**config.mk**
```make
export PLATFORM = sky130hd
export DESIGN_NAME = tdc_uart_tx
export DESIGN_NICKNAME = d
export VERILOG_FILES = /design/src/rtl/tdc_uart_tx.sv
export SDC_FILE = /design/constraint.sdc
export NUM_CORES = 1
export LEC_CHECK = 0
export BUFFER_PORTS_ARGS = -buffer_cell sky130_fd_sc_hd__buf_2
export CORE_ASPECT_RATIO = 0.7
export CORE_MARGIN = 2
export CORE_UTILIZATION = 55
export DETAILED_ROUTE_END_ITERATION = 8
export GPL_TIMING_DRIVEN = 0
export PLACE_DENSITY = 0.79
export SLEW_MARGIN = 15
export SYNTH_ARGS = -nofsm -noshare
export SYNTH_HDL_FRONTEND = slang
export SYNTH_SLANG_ARGS = --single-unit
```
**constraint.sdc**
```tcl
create_clock -name iClk -period 4.45 [get_ports iClk]
set_input_delay 0.89 -clock iClk [delete_from_list [all_inputs] [get_ports iClk]]
set_output_delay 0.89 -clock iClk [all_outputs]
set_load 0.05 [all_outputs]
```
**src/rtl/tdc_uart_tx.sv**
```systemverilog
`default_nettype none
// ============================================================================
// tdc_uart_tx : FIFO-buffered 8N1 UART readout of TDC result words, LSB byte first.
// Build macro TDC_TX_HEADER_EN prefixes every word with sync byte 0xA5.  Rev 1.0
// ============================================================================
module tdc_uart_tx #(
   parameter int DATA_W       = 16,
   parameter int CLKS_PER_BIT = 868,
   parameter int FIFO_DEPTH   = 8
) (
   input  logic                        iClk,
   input  logic                        iRst_n,
   input  logic [DATA_W-1:0]           iData,
   input  logic                        iValid,
   output logic                        oTx,
   output logic                        oBusy,
   output logic                        oOverflow,
   output logic [$clog2(FIFO_DEPTH):0] oFifoCount
);
   localparam int NBYTES  = (DATA_W + 7) / 8;
   localparam int SHIFT_W = NBYTES * 8;
   localparam int AW      = $clog2(FIFO_DEPTH);
   localparam int CW      = (CLKS_PER_BIT > 1) ? $clog2(CLKS_PER_BIT) : 1;
   localparam int BW      = (NBYTES > 1) ? $clog2(NBYTES) : 1;
`ifdef TDC_TX_HEADER_EN
   localparam logic HDR_EN = 1'b1;
`else
   localparam logic HDR_EN = 1'b0;
`endif
   localparam logic [7:0]    SYNC_BYTE = 8'hA5;
   localparam logic [CW-1:0] CLK_LAST  = CW'(CLKS_PER_BIT - 1);
   localparam logic [BW-1:0] BYTE_LAST = BW'(NBYTES - 1);

   typedef enum logic [1:0] {
      S_IDLE  = 2'd0,
      S_START = 2'd1,
      S_DATA  = 2'd2,
      S_STOP  = 2'd3
   } state_t;

   logic [DATA_W-1:0]  mem [FIFO_DEPTH];
   logic [AW:0]        wr_ptr_q, wr_ptr_d, rd_ptr_q, rd_ptr_d;
   logic               ovf_q, ovf_d;
   state_t             state_q, state_d;
   logic [CW-1:0]      clk_cnt_q, clk_cnt_d;
   logic [2:0]         bit_idx_q, bit_idx_d;
   logic [BW-1:0]      byte_idx_q, byte_idx_d;
   logic               hdr_q, hdr_d;
   logic [7:0]         byte_q, byte_d;
   logic [SHIFT_W-1:0] word_q, word_d;
   logic               tx_q, tx_d;

   logic [AW:0]        w_count;
   logic               w_full, w_empty, w_push, w_pop, w_bit_end;
   logic [SHIFT_W-1:0] w_head;

   // Pointers carry an extra MSB so full and empty differ only in that bit.
   assign w_count = wr_ptr_q - rd_ptr_q;
   assign w_empty = (wr_ptr_q == rd_ptr_q);
   assign w_full  = (wr_ptr_q[AW] != rd_ptr_q[AW]) && (wr_ptr_q[AW-1:0] == rd_ptr_q[AW-1:0]);
   assign w_push  = iValid && !w_full;

   always_comb begin
      w_head = '0;
      w_head[DATA_W-1:0] = mem[rd_ptr_q[AW-1:0]];
   end

   always_comb begin
      wr_ptr_d = wr_ptr_q + (AW+1)'(w_push);
      rd_ptr_d = rd_ptr_q + (AW+1)'(w_pop);
      ovf_d    = ovf_q | (iValid & w_full);
   end

   always_comb begin
      state_d    = state_q;
      clk_cnt_d  = clk_cnt_q;
      bit_idx_d  = bit_idx_q;
      byte_idx_d = byte_idx_q;
      hdr_d      = hdr_q;
      byte_d     = byte_q;
      word_d     = word_q;
      tx_d       = tx_q;
      w_pop      = 1'b0;
      w_bit_end  = (clk_cnt_q == CLK_LAST);
      if (state_q != S_IDLE) begin
         clk_cnt_d = w_bit_end ? '0 : clk_cnt_q + CW'(1);
      end
      case (state_q)
         S_IDLE: begin
            tx_d  = 1'b1;
            w_pop = !w_empty;
         end
         S_START: begin
            if (w_bit_end) begin
               state_d   = S_DATA;
               bit_idx_d = '0;
               tx_d      = byte_q[0];
            end
         end
         S_DATA: begin
            if (w_bit_end) begin
               byte_d = {1'b0, byte_q[7:1]};
               if (bit_idx_q == 3'd7) begin
                  state_d = S_STOP;
                  tx_d    = 1'b1;
               end else begin
                  bit_idx_d = bit_idx_q + 3'd1;
                  tx_d      = byte_q[1];
               end
            end
         end
         S_STOP: begin
            if (w_bit_end) begin
               // The header byte occupies a slot before byte index 0, so it does not advance the index.
               if (hdr_q || (byte_idx_q != BYTE_LAST)) begin
                  if (!hdr_q) begin
                     byte_idx_d = byte_idx_q + BW'(1);
                  end
                  hdr_d   = 1'b0;
                  byte_d  = word_q[7:0];
                  word_d  = word_q >> 8;
                  state_d = S_START;
                  tx_d    = 1'b0;
               end else if (!w_empty) begin
                  w_pop = 1'b1;
               end else begin
                  state_d = S_IDLE;
               end
            end
         end
         default: state_d = S_IDLE;
      endcase
      if (w_pop) begin
         state_d    = S_START;
         tx_d       = 1'b0;
         clk_cnt_d  = '0;
         byte_idx_d = '0;
         hdr_d      = HDR_EN;
         byte_d     = HDR_EN ? SYNC_BYTE : w_head[7:0];
         word_d     = HDR_EN ? w_head : (w_head >> 8);
      end
   end

   always_ff @(posedge iClk or negedge iRst_n) begin
      if (!iRst_n) begin
         wr_ptr_q   <= '0;
         rd_ptr_q   <= '0;
         ovf_q      <= 1'b0;
         state_q    <= S_IDLE;
         clk_cnt_q  <= '0;
         bit_idx_q  <= '0;
         byte_idx_q <= '0;
         hdr_q      <= 1'b0;
         byte_q     <= '0;
         word_q     <= '0;
         tx_q       <= 1'b1;
      end else begin
         wr_ptr_q   <= wr_ptr_d;
         rd_ptr_q   <= rd_ptr_d;
         ovf_q      <= ovf_d;
         state_q    <= state_d;
         clk_cnt_q  <= clk_cnt_d;
         bit_idx_q  <= bit_idx_d;
         byte_idx_q <= byte_idx_d;
         hdr_q      <= hdr_d;
         byte_q     <= byte_d;
         word_q     <= word_d;
         tx_q       <= tx_d;
      end
   end

   always_ff @(posedge iClk) begin
      if (w_push) begin
         mem[wr_ptr_q[AW-1:0]] <= iData;
      end
   end

   assign oTx        = tx_q;
   assign oBusy      = (state_q != S_IDLE) || (w_count != '0);
   assign oOverflow  = ovf_q;
   assign oFifoCount = w_count;

endmodule
`default_nettype wire

```
# After elaboration in Yosys (flattened, before gate mapping)
# Memories as Yosys holds them, arrays and structs flattened.
# Index checks and enable logic that the tools add are counted.
# classes
mux	44
eq_ne	18
n_reduce_logical	22
bitwise_logic	3
add_sub_neg	6
# ops
cell	count
2-to-1 mux 16 bit	4
2-to-1 mux 8 bit	4
2-to-1 mux 10 bit	3
2-to-1 mux 1 bit	18
case mux 8 bit (2 select lines)	1
AND reduction 4 bit	4
!= test 3 bit (second input constant)	5
2-to-1 mux 2 bit	7
nonzero test 2 bit	6
adder 10 x 1 -> 10 bit (second input constant)	1
== test 10 bit (second input constant)	1
2-to-1 mux 3 bit	3
adder 4 x 1 -> 4 bit	2
nonzero test 4 bit	2
!= test 2 bit (second input constant)	3
case mux 2 bit (3 select lines)	1
case mux 3 bit (2 select lines)	1
AND reduction 6 bit	1
== test 2 bit (second input constant)	2
== test 4 bit	1
!= test 4 bit (second input constant)	1
case mux 1 bit (4 select lines)	1
subtractor 4 bit	1
adder 3 x 1 -> 3 bit (second input constant)	1
other kinds (16)	19
# word_totals
ff_bits	51
out_inout_bits	7
input_bits	19
wordCells	105
memories	1
mem_bits_rw	128
# mem_list
memory	depth	word_bits	read_ports	rd_ports_with_merged_regs	write_ports	line	rtl
mem	8	16	1	0	1	41	logic [DATA_W-1:0] mem [FIFO_DEPTH];

# Longest topological paths before layout
# depth
depth_word	7
mapped_depth	12
depth_no_buf	9

# Worst setup path before layout
# Ideal clock, no wire load.
# synth_path
kind	reg2out
startpoint	register rd_ptr_q[2]
endpoint	output port oBusy
slack_ns	0.638
t_arrival_ns	2.922
t_required_ns	3.560
path_buffers	1
stages_incl_launch_ff	7
path_cell_list	dfrtp_1 > inv_2 > buf_1 > ha_1 > xnor2_1 > nor2_1 > o21ai_0
# synth_between
elab_chain_len	3
# synth_rtl
element	line	rtl
from (decl)	42	logic [AW:0] wr_ptr_q, wr_ptr_d, rd_ptr_q, rd_ptr_d;
from (signal assigned)	159	rd_ptr_q <= rd_ptr_d;
subtractor 4 bit	58	assign w_count = wr_ptr_q - rd_ptr_q;
net oFifoCount[2]	18	output logic [$clog2(FIFO_DEPTH):0] oFifoCount
nonzero test 4 bit	179	assign oBusy = (state_q != S_IDLE) || (w_count != '0);
logical OR 1 bit	179	
to (decl)	16	output logic oBusy,
# The timed path passes the listed nets, and every way through them passes these cells.

# Worst setup path after layout
# layout_path
startpoint	register rd_ptr_q[1]
endpoint	output port oBusy
# layout_between
elab_chain_len	3
# layout_rtl
element	line
subtractor 4 bit	58
nonzero test 4 bit	179
logical OR 1 bit	179
# Every way passes these cells.

==> reports/metrics.yaml <==
status:
  status: "completed"
final_layout:
  drive_above_1_share_pct: 25.5
  final_nets: 500
  fin_area_um2: 8300
  seqCellArea_um2: 4900
  multiInputGateArea_um2: 2170
  fillerInstances: 816
  area_growth_pct: 15.9
place:
  numPortBuffers: 25
  gp_congestion: 0.832
  dpl_cell_area_um2: 7670
  place_hpwl_um: 9340
critical_path:
  cp.required_ps: 3560
  r2r_start: "rd_ptr_q[2]"
  startpoint_type: "register"
  setup.worst_path.end_class: "output port"
  critPathMaxFanout: 10
  cp.arrival_ps: 3090
  rr_worst_depth: 11
  r2r_slack_ps: 650
  path_class: "register to output port"
  r2r_end: "rd_ptr_q[2]"
sta:
  fin_tns_setup_ps: 0
  rsz0062_at_grt: "no"
  slew_violations: 0
  setup_viol: 0
  clock_skew_ps: 6.94
  relSlewSlack_pct: 37.5
  layout_min_cycle_time_ps: 3980
  tightest_slew_ps: 937
  finalHoldViolCount: 0
  period_share_pct: 89.5
  hold_ws_ps: 456
  max_freq_mhz: 251
logic_synthesis:
  syn_area_um2: 7160
  synth_nets: 448
  seq_area_frac_synth_pct: 68.4
  yosysWarnings: 0
  synth_top_area_share_pct: 53.7
  yosysMostFrequentCell: "edfxtp_1"
  synth_ff_type: "edfxtp_1"
  synthCells: 414
  ys_ff_latch: 170
  synth_common_cells: "edfxtp_1 (128), dfrtp_1 (41), mux2i_1 (32), mux4_2 (32)"
  synth_edf_count: 128
  avgSynthCellArea_um2: 17.3
  yosysTopAreaCell: "edfxtp_1"
  ys_types: 54
  synth-async-reset-ratio_pct: 24.7
  synth_area_leaders: "edfxtp_1 (54%), dfrtp_1 (14%), mux4_2 (10%), mux2i_1 (4.5%), ha_1 (2.4%)"
pwr:
  ir_drop_mv: 0.432
  p_per_area_nw_per_um2: 662
  power_mw: 5.49
  leakagePower_nw: 3.02
floorplan:
  initial_core_util_pct: 57.0
  die_h_um: 99.5
  ioPinCount: 26
  rows: 34
  die_x_um: 140
  core_um2: 12500
  dieArea_um2: 14000
clock_network:
  root_buffer: "clkbuf_16"
  clk-insertion-delay-late_ps: 420
  post_cts_resized: 0
  post_cts_buffers: 0
  cts-buffers-inserted: 17
  cts_tree: "yes"
  clkTransAtPathRegs_ps: 70
  ctsHoldBuffers: 0
  cts-htree-levels: 4
  clock-sinks: 170
  ctsLongestPathBuffers: 2
worst_hold_path:
  holdCritPathClass: "register to register"
  holdPathStages: 1
  worstHoldStart: "oOverflow"
  min_to: "oOverflow"
grt:
  grt_pass1_vias: 4038
  grt_use_total_pct: 22.0
  grt-ovfl-total: 0
  antenna_found_initial: 1
  grt_start_max_net_pins: 43
  grt_pass1_wl_um: 22400
run:
  drv_cap: 0
routing:
  vias: 3883
  drt-pass1-iter-count: 4
  postRouteAntennaNets: 0
  wl_per_cell_um: 22.0
  drt_wl_total_um: 14100
  via_per_inst: 6.05
  drt_iter0_markers: 316
  route.detailed.drc: 0
==> critical path, stage by stage (launching register included) <==
cell and delay, ps:
dfrtp_1 420, clkbuf_1 330, clkbuf_1 580, inv_1 100, ha_1 330, nor2b_1 130
o21ai_0 190, nor3b_1 270, o21ai_0 100, buf_2 220
==> worst max path at each step <==
stage                     cells past startpoint         from           to  slack, ps
after detailed placement                     11  rd_ptr_q[2]  rd_ptr_q[3]        730
after global routing                          9  rd_ptr_q[1]        oBusy        190
after global placement                        7  rd_ptr_q[2]    mem[1][0]       -120
after floorplan                               6  rd_ptr_q[2]        oBusy        640
final                                         9  rd_ptr_q[1]        oBusy        470
after CTS                                     9  rd_ptr_q[1]        oBusy        440
==> layout by cell type (no fill, tap or decap), types with 3 or more instances in the layout <==
| cell | synthesis | routed |
|---|---|---|
| a22o_1 | 5 | 5 |
| nor4_1 | 4 | 4 |
| bufinv_16 | 0 | 4 |
| nor2_2 | 0 | 6 |
| ha_1 | 14 | 14 |
| clkinvlp_4 | 0 | 4 |
| nand2b_1 | 5 | 5 |
| xnor2_1 | 4 | 4 |
| buf_16 | 0 | 4 |
| o2bb2ai_1 | 9 | 9 |
| nand2_1 | 14 | 14 |
| clkbuf_16 | 0 | 17 |
| a31oi_1 | 5 | 5 |
| inv_1 | 14 | 14 |
| edfxtp_1 | 128 | 128 |
| o21ai_0 | 11 | 11 |
| a21oi_1 | 7 | 7 |
| nor3_2 | 1 | 3 |
| clkbuf_1 | 8 | 9 |
| mux2i_1 | 32 | 32 |
| nor2_1 | 13 | 7 |
| nand3_1 | 9 | 9 |
| nor2b_1 | 4 | 4 |
| mux2_2 | 7 | 7 |
| clkinv_4 | 0 | 3 |
| or3_1 | 3 | 3 |
| buf_4 | 1 | 3 |
| buf_2 | 3 | 28 |
| mux4_2 | 32 | 32 |
| dfrtp_1 | 41 | 41 |
==> where the power goes <==
group	internal [mW]	switching, mW	total (mW)
Clock	0.943	0.607	1.55
Sequential	2.05	0.154	2.20
Combinational	0.719	1.03	1.75
Total	3.71	1.79	5.49
==> per-stage QoR <==
stage / instances / setup WS (ps) / utilization (%)
final: 642 / 469 / 66.1
after global routing: 642 / 189 / 66.1
after global placement: 601 / -121 / 59.7
after CTS: 641 / 436 / 66.1
after floorplan: 414 / 638 / -
after detailed placement: 609 / 728 / 61.1
==> cell type report <==
| class | count | area share (%) |
|---|---|---|
| antenna | 1 | 0.0302 |
| buffer | 15 | 0.784 |
| clock buffer | 18 | 5.17 |
| clock inverter | 14 | 2.38 |
| inverter | 15 | 0.679 |
| multi-input combinational | 214 | 26.1 |
| sequential | 170 | 59.0 |
| tap | 162 | 2.44 |
| timing repair buffer | 33 | 3.38 |
==> registers in the layout (all words and copies together) (netlist names) <==
name,flops
mem,128
clk_cnt_q,10
byte_q,8
word_q,8
rd_ptr_q,4
wr_ptr_q,4
bit_idx_q,3
state_q,2
byte_idx_q,1
oOverflow,1
oTx,1
==> per-layer routing <==
layer  track usage [%]  share of wire, %  up-vias
met2              34.9                49      129
met1              30.8                45     1966
li1                  -                 -     1765
met4              7.77               1.4        0
met5                 0                 0        -
met3              5.10               5.0       23
==> cells by family after synthesis <==
logic type,count (synthesis),share of synthesized area [%]
xor gates and xnor gates,6,0.734
adders and majority gates,15,2.73
and+or+nand+nor,67,4.98
muxes,71,15.6
DFF,170,68.4
buffers and inverters,30,1.70
AOI/OAI and AO/OA,55,5.82
Note: power is estimated with default switching activity, not from simulation.
